$ cat config.mk
export PLATFORM = sky130hd
export DESIGN_NAME = mcpu_param_core_flat
export DESIGN_NICKNAME = d
export VERILOG_FILES = /design/src/rtl/mcpu_pkg.sv /design/src/rtl/mcpu_param_core_if.sv /design/src/rtl/mcpu_ram.sv /design/src/rtl/mcpu_param_core.sv /design/src/flat_wrapper.sv
export SDC_FILE = /design/constraint.sdc
export NUM_CORES = 1
export LEC_CHECK = 0
export ABC_AREA = 1
export CAP_MARGIN = 40
export CORE_UTILIZATION = 25
export CTS_CLUSTER_SIZE = 24
export DETAILED_ROUTE_END_ITERATION = 8
export GPL_ROUTABILITY_DRIVEN = 0
export SLEW_MARGIN = 25
export SYNTH_ARGS = -nofsm -noshare
export SYNTH_HDL_FRONTEND = slang
export SYNTH_SLANG_ARGS = --single-unit
$ cat constraint.sdc
create_clock -name clk -period 3.4 [get_ports clk]
set_clock_uncertainty 0.2 [all_clocks]
set_input_delay 0.68 -clock clk [delete_from_list [all_inputs] [get_ports clk]]
set_output_delay 0.68 -clock clk [all_outputs]
set_load 0.1 [all_outputs]
$ cat src/rtl/mcpu_pkg.sv
// mcpu_pkg: opcodes, FSM states and microword layout shared by the mcpu core.
package mcpu_pkg;

   localparam logic [3:0] OP_LDA = 4'h0;
   localparam logic [3:0] OP_ADD = 4'h1;
   localparam logic [3:0] OP_SUB = 4'h2;
   localparam logic [3:0] OP_STA = 4'h3;
   localparam logic [3:0] OP_LDI = 4'h4;
   localparam logic [3:0] OP_JMP = 4'h5;
   localparam logic [3:0] OP_JZ  = 4'h6;
   localparam logic [3:0] OP_JC  = 4'h7;
   localparam logic [3:0] OP_OUT = 4'h8;
   localparam logic [3:0] OP_HLT = 4'hF;

   typedef enum logic [2:0] {
      S_IDLE = 3'd0,
      S_T1   = 3'd1,
      S_T2   = 3'd2,
      S_T3   = 3'd3,
      S_T4   = 3'd4,
      S_T5   = 3'd5,
      S_T6   = 3'd6,
      S_HALT = 3'd7
   } state_t;

   // Microword bits: E* drive the internal bus, L* load a register from it.
   localparam int U_EP   = 0;   // PC -> bus
   localparam int U_CP   = 1;   // PC increment
   localparam int U_LM   = 2;   // bus -> MAR
   localparam int U_CE   = 3;   // RAM[MAR] -> bus
   localparam int U_LI   = 4;   // bus -> IR
   localparam int U_EI   = 5;   // IR operand (zero-extended) -> bus
   localparam int U_LA   = 6;   // bus -> ACC
   localparam int U_EA   = 7;   // ACC -> bus
   localparam int U_LB   = 8;   // bus -> B
   localparam int U_SU   = 9;   // ALU subtracts
   localparam int U_EU   = 10;  // ALU result -> bus, flags update
   localparam int U_LO   = 11;  // bus -> output register
   localparam int U_WR   = 12;  // bus -> RAM[MAR]
   localparam int U_JP   = 13;  // bus -> PC, qualified by the jump condition
   localparam int U_DONE = 14;  // last micro-step of the instruction
   localparam int U_HALT = 15;  // enter HALT
   localparam int UW     = 16;

   typedef logic [UW-1:0] uword_t;

   // Micro-step number reported on t_state: 0 outside T1..T6.
   function automatic logic [2:0] step_num(input state_t s);
      logic [2:0] n;
      case (s)
         S_T1:    n = 3'd1;
         S_T2:    n = 3'd2;
         S_T3:    n = 3'd3;
         S_T4:    n = 3'd4;
         S_T5:    n = 3'd5;
         S_T6:    n = 3'd6;
         default: n = 3'd0;
      endcase
      return n;
   endfunction

   // Control ROM indexed by {opcode, micro-step}; fetch rows are opcode-independent.
   function automatic uword_t ucode(input logic [3:0] op, input logic [2:0] t);
      uword_t w;
      w = '0;
      case (t)
         3'd1: begin w[U_EP] = 1'b1; w[U_LM] = 1'b1; end
         3'd2: w[U_CP] = 1'b1;
         3'd3: begin w[U_CE] = 1'b1; w[U_LI] = 1'b1; end
         3'd4: begin
            case (op)
               OP_LDA, OP_ADD, OP_SUB, OP_STA: begin w[U_EI] = 1'b1; w[U_LM] = 1'b1; end
               OP_LDI:              begin w[U_EI] = 1'b1; w[U_LA] = 1'b1; w[U_DONE] = 1'b1; end
               OP_JMP, OP_JZ, OP_JC: begin w[U_EI] = 1'b1; w[U_JP] = 1'b1; w[U_DONE] = 1'b1; end
               OP_OUT:              begin w[U_EA] = 1'b1; w[U_LO] = 1'b1; w[U_DONE] = 1'b1; end
               OP_HLT:              w[U_HALT] = 1'b1;
               default:             w[U_DONE] = 1'b1;
            endcase
         end
         3'd5: begin
            case (op)
               OP_LDA:         begin w[U_CE] = 1'b1; w[U_LA] = 1'b1; w[U_DONE] = 1'b1; end
               OP_ADD, OP_SUB: begin w[U_CE] = 1'b1; w[U_LB] = 1'b1; end
               OP_STA:         begin w[U_EA] = 1'b1; w[U_WR] = 1'b1; w[U_DONE] = 1'b1; end
               default:        w[U_DONE] = 1'b1;
            endcase
         end
         3'd6: begin
            case (op)
               OP_ADD:  begin w[U_EU] = 1'b1; w[U_LA] = 1'b1; w[U_DONE] = 1'b1; end
               OP_SUB:  begin w[U_EU] = 1'b1; w[U_SU] = 1'b1; w[U_LA] = 1'b1; w[U_DONE] = 1'b1; end
               default: w[U_DONE] = 1'b1;
            endcase
         end
         default: ;
      endcase
      return w;
   endfunction

endpackage

$ cat src/rtl/mcpu_param_core_if.sv
// mcpu_param_core_if: program loader port and output register of the core.
interface mcpu_param_core_if #(
   parameter int DW = 8,
   parameter int AW = 4
);
   logic          prog_we;
   logic [AW-1:0] prog_addr;
   logic [DW-1:0] prog_data;
   logic [DW-1:0] out_data;
   logic          out_valid;

   modport master (
      output prog_we, prog_addr, prog_data,
      input  out_data, out_valid
   );

   modport slave (
      input  prog_we, prog_addr, prog_data,
      output out_data, out_valid
   );
endinterface

$ cat src/rtl/mcpu_ram.sv
// mcpu_ram: 2**AW x DW program/data store, asynchronous read, synchronous write.
module mcpu_ram #(
   parameter int DW = 8,
   parameter int AW = 4
) (
   input  logic          clk,
   input  logic          we,
   input  logic [AW-1:0] waddr,
   input  logic [DW-1:0] wdata,
   input  logic [AW-1:0] raddr,
   output logic [DW-1:0] rdata
);

   logic [DW-1:0] mem [2**AW];

   // Single write port; contents are deliberately not reset.
   always_ff @(posedge clk) begin
      if (we) mem[waddr] <= wdata;
   end

   assign rdata = mem[raddr];

endmodule

$ cat src/rtl/mcpu_param_core.sv
// mcpu_param_core: microprogrammed accumulator CPU with on-core RAM and loader.
module mcpu_param_core
   import mcpu_pkg::*;
#(
   parameter int DW = 8,
   parameter int AW = 4
) (
   input  logic            clk,
   input  logic            rst,
   input  logic            run,
   mcpu_param_core_if.slave host,
   output logic [AW-1:0]   pc,
   output logic [DW-1:0]   acc,
   output logic            zf,
   output logic            cf,
   output logic [2:0]      t_state,
   output logic            busy,
   output logic            halted
);

   state_t        state, state_nxt;
   logic [AW-1:0] mar;
   logic [3:0]    ir_op;
   logic [AW-1:0] ir_arg;
   logic [DW-1:0] b_reg;
   logic [DW-1:0] out_q;
   logic          out_v;

   uword_t        uw;
   logic [DW-1:0] dbus;
   logic [DW-1:0] ram_rd;
   logic [DW-1:0] b_op;
   logic [DW-1:0] alu_y;
   logic          alu_c;
   logic          jmp_ok;
   logic          pc_ld;
   logic          in_idle;
   logic          ram_we;
   logic [AW-1:0] ram_waddr;
   logic [DW-1:0] ram_wdata;

   // Status decode and the active microword (all-zero outside T1..T6).
   always_comb begin
      t_state = step_num(state);
      busy    = (t_state != 3'd0);
      halted  = (state == S_HALT);
      in_idle = (state == S_IDLE);
      uw      = busy ? ucode(ir_op, t_state) : '0;
   end

   // Internal bus source select; each micro-step enables at most one source.
   always_comb begin
      dbus = '0;
      if (uw[U_EP])      dbus = DW'(pc);
      else if (uw[U_CE]) dbus = ram_rd;
      else if (uw[U_EI]) dbus = DW'(ir_arg);
      else if (uw[U_EA]) dbus = acc;
      else if (uw[U_EU]) dbus = alu_y;
   end

   // Adder: subtraction is ACC + ~B + 1, so carry set means no borrow.
   always_comb begin
      b_op = uw[U_SU] ? ~b_reg : b_reg;
      {alu_c, alu_y} = {1'b0, acc} + {1'b0, b_op} + (DW+1)'(uw[U_SU]);
   end

   // Jump qualification applied to the JP bit.
   always_comb begin
      case (ir_op)
         OP_JZ:   jmp_ok = zf;
         OP_JC:   jmp_ok = cf;
         default: jmp_ok = 1'b1;
      endcase
      pc_ld = uw[U_JP] & jmp_ok;
   end

   // RAM write port shared by the loader (IDLE only) and STA; reset cancels both.
   always_comb begin
      ram_we    = ~rst & ((in_idle & host.prog_we) | uw[U_WR]);
      ram_waddr = in_idle ? host.prog_addr : mar;
      ram_wdata = in_idle ? host.prog_data : dbus;
   end

   mcpu_ram #(.DW(DW), .AW(AW)) u_ram (
      .clk   (clk),
      .we    (ram_we),
      .waddr (ram_waddr),
      .wdata (ram_wdata),
      .raddr (mar),
      .rdata (ram_rd)
   );

   // Next state: fixed micro-step sequence, cut short by DONE or HALT.
   always_comb begin
      state_nxt = state;
      case (state)
         S_IDLE:  if (run) state_nxt = S_T1;
         S_T1:    state_nxt = S_T2;
         S_T2:    state_nxt = S_T3;
         S_T3:    state_nxt = S_T4;
         S_T4:    state_nxt = S_T5;
         S_T5:    state_nxt = S_T6;
         S_T6:    state_nxt = S_T1;
         default: state_nxt = S_HALT;
      endcase
      if (uw[U_HALT])      state_nxt = S_HALT;
      else if (uw[U_DONE]) state_nxt = S_T1;
   end

   // State register and datapath registers driven by the microword.
   always_ff @(posedge clk) begin
      if (rst) begin
         state  <= S_IDLE;
         pc     <= '0;
         mar    <= '0;
         ir_op  <= '0;
         ir_arg <= '0;
         acc    <= '0;
         b_reg  <= '0;
         zf     <= 1'b0;
         cf     <= 1'b0;
         out_q  <= '0;
         out_v  <= 1'b0;
      end else begin
         state <= state_nxt;
         if (uw[U_LM]) mar <= dbus[AW-1:0];
         if (uw[U_CP])  pc <= pc + AW'(1);
         else if (pc_ld) pc <= dbus[AW-1:0];
         if (uw[U_LI]) begin
            ir_op  <= dbus[DW-1:DW-4];
            ir_arg <= dbus[AW-1:0];
         end
         if (uw[U_LA]) acc   <= dbus;
         if (uw[U_LB]) b_reg <= dbus;
         if (uw[U_EU]) begin
            cf <= alu_c;
            zf <= (alu_y == '0);
         end
         if (uw[U_LO]) out_q <= dbus;
         out_v <= uw[U_LO];
      end
   end

   assign host.out_data  = out_q;
   assign host.out_valid = out_v;

endmodule

$ cat src/flat_wrapper.sv
// flat-port wrapper written by rule: the top's interface ports become plain ports
module mcpu_param_core_flat import mcpu_pkg::*;
#(
   parameter int DW = 8,
   parameter int AW = 4
)
  (clk, rst, run, pc, acc, zf, cf, t_state, busy, halted, host_prog_we, host_prog_addr, host_prog_data, host_out_data, host_out_valid);
  mcpu_param_core_if #(.DW(DW), .AW(AW)) host_i ();
  input  logic clk;
  input  logic rst;
  input  logic run;
  output logic [AW-1:0] pc;
  output logic [DW-1:0] acc;
  output logic zf;
  output logic cf;
  output logic [2:0] t_state;
  output logic busy;
  output logic halted;
  input wire logic [$bits(host_i.prog_we)-1:0] host_prog_we;
  input wire logic [$bits(host_i.prog_addr)-1:0] host_prog_addr;
  input wire logic [$bits(host_i.prog_data)-1:0] host_prog_data;
  output wire logic [$bits(host_i.out_data)-1:0] host_out_data;
  output wire logic [$bits(host_i.out_valid)-1:0] host_out_valid;
  assign host_i.prog_we = host_prog_we;
  assign host_i.prog_addr = host_prog_addr;
  assign host_i.prog_data = host_prog_data;
  assign host_out_data = host_i.out_data;
  assign host_out_valid = host_i.out_valid;
  mcpu_param_core #(.DW(DW), .AW(AW)) u_core (.clk(clk), .rst(rst), .run(run), .host(host_i), .pc(pc), .acc(acc), .zf(zf), .cf(cf), .t_state(t_state), .busy(busy), .halted(halted));
endmodule
Word-level counts from Yosys, hierarchy flattened
Memories as Yosys holds them, arrays and structs flattened. A register that Yosys moved wholly into a read port is not among the register bits.
Cells that the tools add are included.

word-level totals
  bits in registers = 46
  latch bits = 0
  RAM bits = 128
  bits in read-only memories = 0
  input port bits = 16
  output and inout port bits = 28
  word-level logic and storage cells = 104
  memories kept = 1

cells by class
  $add $sub $neg = 3
  $mul = 0
  divide/modulo/power cells = 0
  magnitude comparators = 0
  equal/unequal tests = 23
  shift operators = 0
  multiplexer cells = 49
  bitwise gates (word level) = 6
  reductions and logical operators = 11

memory list
  memory            depth  width  read ports  clocked after memory_dff  wr ports  RTL line        text
  u_core.u_ram.mem  16     8      1           1                         1         mcpu_ram.sv:14  logic [DW-1:0] mem [2**AW];

operator list
  operator               count
  $mux W8                7
  $mux W1                24
  $eq A3 B3 Y1 const B   7
  $pmux W3 S7            1
  $mux W4                5
  $pmux W3 S6            1
  $eq A4 B3 Y1 const B   4
  $mux W16               1
  $eq A3 B2 Y1 const B   4
  $add A8 B8 Y9          1
  $add A9 B1 Y9          1
  $mux W3                3
  $eq A4 B2 Y1 const B   2
  $eq A4 B4 Y1 const B   2
  $logic_not A8 Y1       1
  $not A8 Y8             1
  $pmux W1 S2            4
  $reduce_or A8 Y1       1
  $eq A3 B1 Y1 const B   2
  $pmux W1 S3            2
  $reduce_or A3 Y1       2
  $reduce_or A5 Y1       1
  $add A4 B1 Y4 const B  1
  $eq A4 B1 Y1 const B   1
  11 further kinds       13

Logic depth before layout (Yosys ltp)
  depth after elaboration = 15
  mapped depth = 19
  mapped depth without buffers = 18

Cells and area by module
Synthesis repeated with hierarchy kept, for this count alone.

second synthesis, totals
  cell total of the unflattened synthesis = 955
  area, all modules = 8430.6 µm²

by module, submodules not included
  module           times used  cells an instance  area each (µm²)  seq. area each (µm²)
  mcpu_ram         1           543                5606.6           3843.7
  mcpu_param_core  1           412                2824.0           920.9

Worst setup path before layout
No wires, ideal clock.

  path type = flip-flop to output port
  from = reg u_core.state[0]
  to = out busy
  arrival = 2858 ps
  data required time = 2520 ps
  slack = -338 ps
  stages on the path, launching flop included = 4
  path buffers = 0
  cells stage by stage = dfxtp_1 -> nand2_1 -> nor2_1 -> nor2_1

on the way
  word-level cells in the longest chain between the ends = 3
  elaborated cells on any way between the ends = 8
  those cells by class = eq/ne: 6; mux: 1; reduce/logical: 1

ends and longest elaborated chain
  what                                        RTL line                text
  start, declared                             mcpu_param_core.sv:21   state_t state, state_nxt;
  start signal, assigned                      mcpu_param_core.sv:125  state <= state_nxt;
  $eq A3 B3 Y1, or another cell as far along  mcpu_pkg.sv:50          case (s)
  $pmux W3 S6 (*)                             mcpu_pkg.sv:50
  $reduce_bool A3 Y1 (*)                      mcpu_param_core.sv:45   busy = (t_state != 3'd0);
  end, declared                               flat_wrapper.sv:17      output logic busy;

Mark *: on every way between the ends. The rest lies on a longest branch, timed or not.

Final worst setup path
  from = reg u_core.state[1]
  to = mem u_core.u_ram.mem[6][4] (data pin)

on the way
  word-level cells in the longest chain between the ends = 14
  elaborated cells on any way between the ends = 29
  those cells by class = add/sub: 2; eq/ne: 11; mux: 14; reduce/logical: 2

ends and longest elaborated chain
  what                                        RTL line               text
  $eq A3 B3 Y1, or another cell as far along  mcpu_pkg.sv:50
  $pmux W3 S6                                 mcpu_pkg.sv:50
  $eq A3 B3 Y1                                mcpu_pkg.sv:66         case (t)
  $mux W2                                     mcpu_pkg.sv:66
  $mux W16                                    mcpu_param_core.sv:48  uw = busy ? ucode(ir_op, t_state) : '0;
  $mux W8                                     mcpu_param_core.sv:63  b_op = uw[U_SU] ? ~b_reg : b_reg;
  $add A8 B8 Y9                               mcpu_param_core.sv:64  {alu_c, alu_y} = {1'b0, acc} + {1'b0, b_op} + (DW+1)'(uw[U_SU]);
  $add A9 B1 Y9                               mcpu_param_core.sv:64
  $mux W8                                     mcpu_param_core.sv:58  else if (uw[U_EU]) dbus = alu_y;
  $mux W8                                     mcpu_param_core.sv:57  else if (uw[U_EA]) dbus = acc;
  $mux W8                                     mcpu_param_core.sv:56  else if (uw[U_EI]) dbus = DW'(ir_arg);
  $mux W8                                     mcpu_param_core.sv:55  else if (uw[U_CE]) dbus = ram_rd;
  $mux W8                                     mcpu_param_core.sv:54  if (uw[U_EP]) dbus = DW'(pc);
  $mux W8 (*)                                 mcpu_param_core.sv:81  ram_wdata = in_idle ? host.prog_data : dbus;
  via u_core.ram_wdata[4]                     mcpu_param_core.sv:40  logic [DW-1:0] ram_wdata;
  end, declared                               mcpu_ram.sv:14

Mark *: on every way through the listed nets, which the timed path passes. The rest lies on a longest branch.

==> summary.md <==
| Metric | Value |
|---|---|
| Status | `completed` |
| Crit Path Category | `flop to flop` |
| Worst-Margin Slew | `674 ps` |
| Cell variety after synth | `43` |
| HPWL Detailed | `14.6 mm` |
| Die height | `182 um` |
| Adder-Cell Fraction of Synth Area | `1.64%` |
| Max transition margin | `54.6%` |
| Commonest cells after routing, fill and taps aside | `nand2_1 (138), edfxtp_1 (128), nor2_1 (106)` |
| Final Hold Viols | `0` |
| Post-synth EDFFs | `128` |
| PortBufs | `43` |
| Element type at the critical path end | `flop` |
| Clock Sinks | `178` |
| DRC | `0` |
| Clock latency on the worst-skew pair | `430 ps` |
| Setup crit start kind | `flop` |
| GRT Overall Usage | `13.3%` |
| DR pass1 iterations | `5` |
| Reg2reg setup slack | `250 ps` |
| Final period util | `92.8%` |
| Htree depth | `4` |
| Grt total ovfl | `0` |
| CTS Root Buffer Type | `clkbuf_16` |
| Worst Hold Class | `flop to flop` |
| WL final | `21.2 mm` |
| Inserted Diodes | `0` |
| CTS tree | `yes` |
| DR vias/cell | `4.63` |
| Crit path DAT | `3110 ps` |
| Layout area overhead | `19.9%` |
| Final setup fails | `0` |
| First-pass GRT wire length | `33.2 mm` |
| Largest family of logic cells by synthesized area | `simple AND/OR/NAND/NOR gates` |
| Leading cell type in the layout, fill and taps excluded | `nand2_1` |
| DIE AREA | `33,000 um^2` |
| Clock buffer depth | `2` |
| RR Endpoint | `u_core.u_ram.mem[6][4]` |
| Hold Buf Count CTS | `0` |
| Synth Area in XOR/XNOR | `1.50%` |
| CTS buffer count | `17` |
| Worst VDD drop | `0.369 mV` |
| Largest net degree at the start of global routing | `65` |
| Crit. Startpoint | `u_core.state[1]` |
| Dpl cells | `1,274` |
| Seq/Total Area, Yosys | `60.0%` |
| Antenna Nets Post-Route | `0` |
| Clk slew on worst S/H paths | `70 ps` |
| Worst hold path depth | `2` |
| I/O pins | `44` |
| Routed len/inst | `16.2 um` |
| Post-Synth Simple-Gate Area | `19.1%` |
| Biggest register | `u_core.u_ram.mem` |
| Max-cap violations | `0` |
| Worst-path maximum fanout | `16` |
| Max reg flops | `128` |
| RSZ-0062 raised after global routing | `no` |
| Fin nets | `917` |
| Pwr Total | `5390 uW` |
| Synthesized instance count | `827` |
| Setup tns final | `0 ps` |
| Synthesis Warnings | `0` |
| # rows | `65` |
| Final Critical Period | `3150 ps` |
| Reg2reg start | `u_core.state[1]` |
| Via count | `6,041` |
| Mux contribution to synthesized area | `0%` |
| CP max stage cell | `dfxtp_1` |
| Power per cell area | `557 nW/um^2` |
| Critical path, cell by cell | `nand2_2 -> nor2_4 -> nand3_4 -> xor2_1 -> fa_1 -> nand3_1 -> nand3_1 -> xor2_1 -> a21oi_1 -> o21ai_0 -> nand2_1 -> nand2_1` |
| Leakage | `0.00387 uW` |
| Post-Layout Cell Count | `1,306` |
| Post-Syn Area | `8070 um^2` |
| Dominant synthesized flop cell | `edfxtp_1` |
| Core footprint | `31,600 um^2` |
| Antenna violations before repair | `0` |
| Compound-Gate Fraction of Synth Area | `12.0%` |
| Worst R2R Path Depth | `12` |
| Synth Area per Inst | `9.76 um^2` |
| Crit path capture | `u_core.u_ram.mem[6][4]` |
| Initial Util | `25.5%` |
| WP data required | `3350 ps` |
| Vias in the first global route | `5,893` |
| Horiz. Die Dim | `182 um` |
| First-iteration detailed-routing DRC count | `389` |
| Number of synthesized register bits | `178` |
| CP max stage delay | `450 ps` |
| FFs w/ async S/R, synth | `0%` |
| Post-Syn Nets | `853` |
| Max Slew Vio Count | `0` |
| Layout cell share with drive strength beyond 1 | `14.6%` |
| Maximum clock frequency | `317 MHz` |
[metal layers]
metal / track usage, % / wire length, um / vias to the layer above
li1: - / - / 2967
met1: 16.9 / 9570 / 2878
met2: 22.3 / 10100 / 173
met3: 2.99 / 1140 / 23
met4: 4.03 / 340 / 0
met5: 0 / 0 / -
[stage by stage]
step	hold WS [ps]	worst slack, ps	cell area (um^2)	utilization, %
after floorplan	266	199	8080	-
after global placement	284	252	9070	28.7
after detailed placement	303	185	9070	28.7
after CTS	322	178	9670	30.6
after global routing	351	30.0	9680	30.6
final	332	245	9680	30.6
[worst min-delay path by stage]
stage | from | to
floorplan | u_core.b_reg[6] | u_core.b_reg[6]
global placement | u_core.b_reg[6] | u_core.b_reg[6]
detailed placement | u_core.b_reg[6] | u_core.b_reg[6]
CTS | u_core.b_reg[6] | u_core.b_reg[6]
global route | u_core.b_reg[6] | u_core.b_reg[6]
finish | u_core.b_reg[6] | u_core.b_reg[6]
[report_power, final]
part	leakage, uW	internal, uW	total, uW	switching, uW
combinational	0.00201	251	904	653
clock	0.000298	1060	1980	923
sequential	0.00157	2460	2500	42.1
[worst max-delay path: cells and delay by family (launching register included)]
kind	cells	cell delay, ps
compound gates	2	250
fa+ha+maj	1	420
simple gates	7	1130
xor+xnor	2	430
flops	1	450
[what timing repair did]
action                                  4_1_cts  5_1_grt
endpoints found under the setup margin        0       32
gates resized for setup                       0        2
setup buffers                                 0        0
endpoints found under the hold margin         0        0
[synth_stat cells, types with 5 or more instances]
master,instances,area [um^2]
nand3_2,6,60.1
clkbuf_1,15,56.3
o21bai_1,6,45.0
a21oi_1,33,165
or2_2,5,31.3
buf_2,16,80.1
dfxtp_1,50,1000
o21ai_1,7,35.0
nand4_1,7,43.8
inv_1,83,312
nand2_2,6,37.5
o211ai_1,21,158
o21ai_0,77,385
xor2_1,9,78.8
nand2_1,140,526
edfxtp_1,128,3840
ha_1,9,113
nand3_1,57,285
nor2_1,107,402
[kinds of logic (layout without fill, tap and decap cells)]
kind of cell,after synthesis,count (layout)
AO/OA/AOI/OAI,166,166
XOR/XNOR,13,13
adder cells (fa/ha/maj),10,10
buffers and inverters,117,194
flip-flops,178,178
AND/OR/NAND/NOR,343,343
[area by class of cell]
class                           count  area [um^2]
Tap cell                          402          503
Clock inverter                     15          178
Inverter                           85          319
Sequential cell                   178         4850
Clock buffer                       17          425
Timing Repair Buffer               77          628
Fill cell                        3211        22000
Multi-Input combinational cell    532         2780
No activity file was read; power rests on OpenSTA's default activity.
